<file path="config.mk">
export PLATFORM = sky130hd
export DESIGN_NAME = rf_wport_arbiter
export DESIGN_NICKNAME = d
export VERILOG_FILES = /design/src/rtl/rf_pkg.sv /design/src/rtl/rf_scoreboard.sv /design/src/rtl/rf_wport_arbiter.sv
export SDC_FILE = /design/constraint.sdc
export NUM_CORES = 1
export LEC_CHECK = 0
export CORE_MARGIN = 5
export CORE_UTILIZATION = 45
export CTS_CLUSTER_DIAMETER = 40
export DETAILED_ROUTE_END_ITERATION = 6
export DONT_BUFFER_PORTS = 1
export PLACE_DENSITY = 0.71
export SYNTH_ARGS = -nofsm -noshare
export SYNTH_HDL_FRONTEND = slang
export SYNTH_HIERARCHICAL = 1
export SYNTH_SLANG_ARGS = --single-unit
</file>
<file path="constraint.sdc">
create_clock -name clk -period 2.4 [get_ports clk]
set_input_delay 0.72 -clock clk [delete_from_list [all_inputs] [get_ports clk]]
set_output_delay 0.72 -clock clk [all_outputs]
set_load 0.1 [all_outputs]
</file>
<file path="src/rtl/rf_pkg.sv">
// Shared types for the regfile writeback arbiter.
// Width macros WORD / REG_SIZE / REG_COUNT fall back to RV32 values.
`ifndef WORD
`define WORD 32
`endif
`ifndef REG_SIZE
`define REG_SIZE 5
`endif
`ifndef REG_COUNT
`define REG_COUNT 32
`endif

package rf_pkg;

  localparam int WORD_W = `WORD;
  localparam int REG_W  = `REG_SIZE;
  localparam int REG_N  = `REG_COUNT;

  typedef logic [REG_W-1:0]  reg_addr_t;
  typedef logic [WORD_W-1:0] word_t;

  localparam reg_addr_t REG_ZERO = '0;

  typedef enum logic {
    WB_ALU = 1'b0,
    WB_LSU = 1'b1
  } wb_req_e;

endpackage

</file>
<file path="src/rtl/rf_scoreboard.sv">
// Per-register pending bits: set on reserve, cleared on writeback.
// A set and clear of the same register on one edge leaves it set.
`ifndef REG_SIZE
`define REG_SIZE 5
`endif
`ifndef REG_COUNT
`define REG_COUNT 32
`endif

module rf_scoreboard
  import rf_pkg::*;
#(
  parameter int REG_SIZE  = `REG_SIZE,
  parameter int REG_COUNT = `REG_COUNT
) (
  input  logic                clk,
  input  logic                rst_n,
  input  logic                set_en,
  input  logic [REG_SIZE-1:0] set_addr,
  input  logic                clr_en,
  input  logic [REG_SIZE-1:0] clr_addr,
  input  logic [REG_SIZE-1:0] q_addr1,
  input  logic [REG_SIZE-1:0] q_addr2,
  output logic                q_busy1,
  output logic                q_busy2
);

  logic [REG_COUNT-1:0] pending;
  logic [REG_COUNT-1:0] pend_nxt;

  always_comb begin
    pend_nxt = pending;
    for (int i = 1; i < REG_COUNT; i++) begin
      if (clr_en && clr_addr == REG_SIZE'(i))
        pend_nxt[i] = 1'b0;
      if (set_en && set_addr == REG_SIZE'(i))
        pend_nxt[i] = 1'b1;
    end
    pend_nxt[0] = 1'b0;
  end

  always_ff @(posedge clk or negedge rst_n) begin
    if (!rst_n) pending <= '0;
    else        pending <= pend_nxt;
  end

  assign q_busy1 = pending[q_addr1];
  assign q_busy2 = pending[q_addr2];

  a_rsv_free: assert property (
    @(posedge clk) disable iff (!rst_n)
    set_en |-> (!pending[set_addr] ||
                (clr_en && clr_addr == set_addr)));

  a_clr_pend: assert property (
    @(posedge clk) disable iff (!rst_n)
    clr_en |-> pending[clr_addr]);

endmodule

</file>
<file path="src/rtl/rf_wport_arbiter.sv">
// Round-robin share of the regfile write port between ALU and LSU.
// Define RF_WB_FWD_EN to expose write-cycle forwarding outputs.
`ifndef WORD
`define WORD 32
`endif
`ifndef REG_SIZE
`define REG_SIZE 5
`endif
`ifndef REG_COUNT
`define REG_COUNT 32
`endif

module rf_wport_arbiter
  import rf_pkg::*;
#(
  parameter int WORD      = `WORD,
  parameter int REG_SIZE  = `REG_SIZE,
  parameter int REG_COUNT = `REG_COUNT
) (
  input  logic                clk,
  input  logic                rst_n,
  input  logic [1:0]          req_valid,
  output logic [1:0]          req_ready,
  input  logic [REG_SIZE-1:0] req_addr0,
  input  logic [REG_SIZE-1:0] req_addr1,
  input  logic [WORD-1:0]     req_data0,
  input  logic [WORD-1:0]     req_data1,
  input  logic                rsv_valid,
  input  logic [REG_SIZE-1:0] rsv_addr,
  input  logic [REG_SIZE-1:0] q_addr1,
  input  logic [REG_SIZE-1:0] q_addr2,
  output logic                q_busy1,
  output logic                q_busy2,
  output logic                wr_en,
  output logic [REG_SIZE-1:0] wr_addr,
  output logic [WORD-1:0]     wr_data
`ifdef RF_WB_FWD_EN
  ,
  output logic                fwd_hit1,
  output logic                fwd_hit2,
  output logic [WORD-1:0]     fwd_data
`endif
);

  wb_req_e             rr;
  wb_req_e             win;
  logic                hs;
  logic [REG_SIZE-1:0] win_addr;
  logic [WORD-1:0]     win_data;

  always_comb begin
    req_ready = 2'b00;
    if (rst_n) begin
      if (req_valid == 2'b11)
        req_ready = (rr == WB_LSU) ? 2'b10 : 2'b01;
      else
        req_ready = req_valid;
    end
  end

  assign hs       = |(req_valid & req_ready);
  assign win      = req_ready[1] ? WB_LSU : WB_ALU;
  assign win_addr = (win == WB_LSU) ? req_addr1 : req_addr0;
  assign win_data = (win == WB_LSU) ? req_data1 : req_data0;

  always_ff @(posedge clk or negedge rst_n) begin
    if (!rst_n) begin
      rr      <= WB_ALU;
      wr_en   <= 1'b0;
      wr_addr <= '0;
      wr_data <= '0;
    end else begin
      wr_en <= hs && (win_addr != '0);
      if (hs) begin
        rr      <= (win == WB_ALU) ? WB_LSU : WB_ALU;
        wr_addr <= win_addr;
        wr_data <= win_data;
      end
    end
  end

  rf_scoreboard #(
    .REG_SIZE  (REG_SIZE),
    .REG_COUNT (REG_COUNT)
  ) u_sb (
    .clk      (clk),
    .rst_n    (rst_n),
    .set_en   (rsv_valid && (rsv_addr != '0)),
    .set_addr (rsv_addr),
    .clr_en   (hs && (win_addr != '0)),
    .clr_addr (win_addr),
    .q_addr1  (q_addr1),
    .q_addr2  (q_addr2),
    .q_busy1  (q_busy1),
    .q_busy2  (q_busy2)
  );

`ifdef RF_WB_FWD_EN
  assign fwd_hit1 = wr_en && (wr_addr == q_addr1) && (q_addr1 != '0);
  assign fwd_hit2 = wr_en && (wr_addr == q_addr2) && (q_addr2 != '0);
  assign fwd_data = wr_data;
`endif

  a_same_dst: assert property (
    @(posedge clk) disable iff (!rst_n)
    (req_valid == 2'b11 && req_addr0 != '0)
      |-> (req_addr0 != req_addr1));

endmodule
</file>
# After elaboration in Yosys (flattened, before gate mapping)
# Index checks and enable logic that the tools add are counted.
# op_classes
magnitude_cmp,2
n_eq_ne,63
muxes,73
bitwise,1
n_reduce_logical,98
# ops
cell,count
$eq A5 B5 Y1 const B,32
$eq A5 B4 Y1 const B,16
$mux W1,66
$logic_and A1 B1 Y1,64
$reduce_bool A2 Y1,31
$eq A5 B3 Y1 const B,8
$mux W32,1
$eq A5 B2 Y1 const B,4
$lt A5 B6 Y1 const B,2
$bmux W1 S5,2
$eq A5 B1 Y1 const B,2
$reduce_bool A5 Y1,2
$mux W2,3
$mux W5,1
$and A2 B2 Y2,1
$eq A2 B2 Y1 const B,1
$reduce_or A2 Y1,1
# word_totals
reg_bits,70
inputBits,94
out_inout_bits,42

# Logic depth before layout (Yosys ltp)
# depth
ltp_word,10
ltp_mapped,9

# Modules after synthesis
# The synthesis kept the hierarchy.
# by_module_without_submodules
module,instances,cells_each,area_each_um2,seq_area_each_um2
rf_wport_arbiter,1,234,2031.9,975.9
rf_scoreboard,1,199,1889.3,775.7

# Least setup slack after synthesis
# OpenSTA, ideal clock, no wires.
# synth_timing
path_type,input to output
from,input port q_addr1[0]
to,output port q_busy1
arrival_time_ns,2.582
path_slack_ns,-0.902
cell_stages,5
path_buffers,1
cell_sequence,buf_6 mux4_1 mux2_2 nand3b_1 nand4_1
# synth_between
elab_chain_len,2
# synth_lines
element,line_no,rtl
start: declaration,rf_wport_arbiter.sv:30,"input logic [REG_SIZE-1:0] q_addr1,"
$bmux W1 S5,rf_scoreboard.sv:47,assign q_busy1 = pending[q_addr1];
$mux W1 (not written as such),rf_scoreboard.sv:47,
end: declaration,rf_wport_arbiter.sv:32,"output logic q_busy1,"
# No other way between the ends. The select of a mux whose other input is x is not followed.

# Final worst setup path
# layout_timing
from,register u_sb.pending[19]
to,output port q_busy1
# layout_between
elab_chain_len,2
# layout_lines
element,line_no,rtl
start: declaration,rf_scoreboard.sv:28,logic [REG_COUNT-1:0] pending;
start signal: assignment,rf_scoreboard.sv:44,else pending <= pend_nxt;
$bmux W1 S5,rf_scoreboard.sv:47,
$mux W1 (not written as such),rf_scoreboard.sv:47,
# No other way between the ends. The select of a mux whose other input is x is not followed.

==> run_results.csv <==
group,metric,value,unit
setup_path,path_class,"flop to primary output",
sta,rsz0062_at_grt,"true",
synthesis,syn_area,3920,µm²
synthesis,synth_top_family_by_area,"compound AO/OA/AOI/OAI gates",
clock_tree,cts_inserted_buffers,9,
routing,top_layer,"met4",
global_route,grt_max_degree,77,
synthesis,ys_seq_elements,70,
sta,period_needed,2.64,ns
clock_tree,cts_tree,"yes",
clock_tree,clkSinkCount,70,
synthesis,muxShareOfSynthArea,0.0865,
die,die_area,10700,µm²
die,fp.dieW,103,µm
global_route,grt_usage,0.215,
placement,portBuffers,0,
routing,first_pass_iters,4,
final_layout,finalNetCount,564,
synthesis,synth_compound_gate_area_share,0.218,
sta,timing.final.crit_share,1.10,
routing,wl_met2,5180,µm
clock_tree,clk_latency,0.33,ns
routing,routed_wl,11100,µm
sta,setup_ws,-0.235,ns
synthesis,synth_cells,433,
global_route,grt_first_pass_wirelength,17600,µm
sta,setup_tns,-0.420,ns
synthesis,synthTopCellsByArea,"dfrtp_1 (45%), o21ai_0 (10%), nand3_1 (6.5%)",
placement,dp_cells,565,
synthesis,synth-simple-area-share,0.190,
routing,vias,3538,
outcome,status,"finished with violations",
sta,fin_skew,0.00622,ns
clock_tree,clkTransAtPathRegs,0.07,ns
synthesis,synth-xor-area-share,0,
sta,drv_slew,0,
global_route,grt_pass1_vias,3479,
setup_path,crit_path_top_delay_cell,"mux4_2",
sta,finalSetupViolCount,2,
synthesis,synth_warnings,6,
die,ios,136,
synthesis,synth_cell_types,37,
routing,drt_iter0_markers,158,
pwr,leakage,1.79,nW
clock_tree,cts-root-buf,"clkbuf_8",
synthesis,ys_seq_area_frac,0.447,
min_path,hold_class,"primary input to asynchronous set/reset pin",
outcome,violations,"setup timing",
flow_run,cap_viol_max_count,0,
synthesis,syn_area_per_cell,9.06,µm²
routing,ant_nets,0,
die,row_count,34,
setup_path,required,1.68,ns
global_route,grt_overflow,0,
routing,wl_met1,4550,µm
die,start_util,0.456,
setup_path,cp-end-kind,"primary output",
placement,routabilityCongestion,0.913,
final_layout,n_fill_cell,825,
routing,drc,0,
synthesis,yosysTopAreaCell,"dfrtp_1",
sta,hold_slack,0.0712,ns
pwr,p_per_area,902,nW/µm²
clock_tree,cts_buffer_depth,2,
routing,dr_wl_met3,1140,µm
routing,via_per_inst,6.10,
synthesis,syn-num-nets,527,
clock_tree,cts_max_level,3,
setup_path,max_stage_delay,0.48,ns
synthesis,yosysTopAreaCellShare,0.447,
die,die_h,103,µm
sta,worst_pin_slew,0.434,ns
setup_path,crit_arrival,1.92,ns
final_layout,diodes,0,
final_layout,layout-drive-gt1-share,0.182,
setup_path,path_max_fanout,3,
setup_path,crit_buf_inv,1,
setup_path,path_cells,"mux4_2 -> mux2_4 -> nand3b_1 -> nand4_1 -> buf_12",
die,core_area,8590,µm²
global_route,antenna_found_initial,0,
placement,dpl.hpwl,8440,µm
routing,wl_per_cell,19.2,µm
sta,clock.fmax,0.379,GHz
setup_path,start_kind,"flop",
final_layout,area_growth,14.6,%
setup_path,cp_top_family,"multiplexers",
sta,hold_viol,0,
sta,relSlewSlack,0.710,
pwr,irDropWorstVdd,0.543,mV
synthesis,synthAdderAreaFrac,0,
final_layout,fin_cells,580,
[what timing repair did]
item	4_1_cts	5_1_grt
endpoints found under the hold margin	0	0
endpoints found under the setup margin	2	3
hold buffers	0	0
setup buffers	1	1
resized for setup	0	1
pin swaps	0	1
[cell usage in the layout, fill, tap and decap left out, types with 2 or more instances in the layout]
cell type / count
buf_12: 4
or4_1: 4
nand2_1: 13
a31oi_1: 38
nand3_1: 51
nand4b_1: 2
inv_1: 2
nand3b_1: 3
nand4_1: 4
clkbuf_8: 11
o21ai_0: 79
clkinv_2: 2
a211oi_1: 2
mux4_2: 5
a22oi_1: 4
dfrtp_1: 70
nor2b_1: 8
nand2b_1: 10
a21oi_1: 6
or2_2: 2
nor2_1: 43
o21ai_1: 21
mux2i_1: 17
and2b_1: 2
buf_4: 53
[path summary, 6_finish.rpt]
path,from,end,slack (ns),cells after the start
min in group clk,req_valid[1],rr,0.49,1
worst max-delay path,u_sb/pending[19],q_busy1,-0.24,5
worst max register to register,rr,u_sb/pending[13],0.37,8
worst min register to register,rr,rr,0.52,1
max in group asynchronous,rst_n,u_sb/pending[18],2.21,0
worst min-delay path,rst_n,wr_data[3],0.07,0
[logic make-up after synthesis]
kind of cell,count (synthesis)
buffers and inverters,33
AOI/OAI and AO/OA,155
DFF,70
and+or+nand+nor,150
muxes,25
[cells in the mapped netlist]
cell	n
nand2_1	13
and2b_1	2
nor3_1	1
nand4_1	4
o2111ai_1	1
nand2_2	1
nand2b_1	11
o21a_1	2
a221oi_1	1
or2_2	2
o21ai_0	79
mux2_2	2
a21oi_1	6
nand4b_1	2
or4_1	4
or2_0	1
nand3b_1	3
a211oi_1	2
nor2_1	45
dfrtp_1	70
o21ai_1	21
and2_4	1
inv_1	2
mux4_2	3
buf_2	13
nand3_1	51
a22oi_1	4
o211ai_1	1
buf_4	7
mux2i_1	17
nor4_1	1
a31oi_1	38
clkbuf_1	4
nor2b_1	8
buf_8	3
mux4_1	3
buf_6	4
[metrics by stage]
| stage | worst slack (ns) | utilization | total power (W) | instance area [µm²] |
|---|---|---|---|---|
| 2_1_floorplan | -0.838 | - | 0.00287 | 3950 |
| 6_report | -0.235 | 0.523 | 0.00405 | 4490 |
| 5_1_grt | -0.342 | 0.523 | 0.00426 | 4490 |
| 3_5_place_dp | -0.197 | 0.502 | 0.00324 | 4310 |
| 4_1_cts | -0.256 | 0.521 | 0.00408 | 4480 |
| 3_3_place_gp | -0.187 | 0.502 | 0.00321 | 4310 |
[per-layer routing]
layer	global-route usage	vias to the layer above
met5	0	-
met4	0.0916	0
met3	0.0584	18
met2	0.336	178
met1	0.282	1671
li1	-	1671
[power by group]
part / switching [W] / internal (W)
sequential: 0.000185 / 0.00142
clock: 0.000403 / 0.000411
combinational: 0.00117 / 0.000467
total: 0.00175 / 0.00230
[sequential cells by signal (all words and copies together), names as in the netlist]
| name | cells |
|---|---|
| wr_en | 1 |
| wr_data | 32 |
| u_sb/pending | 31 |
| rr | 1 |
| wr_addr | 5 |
[area by class of cell]
cell class                 instances  area, µm²  area share
multi-input combinational        330       1960       0.436
inverter                           2       7.51     0.00167
clock buffer                      11        151      0.0337
clock inverter                     2       10.0     0.00223
tap                              108        135      0.0301
timing repair buffer              57        478       0.106
sequential                        70       1750       0.390
Power figures use the tool's default switching activity.
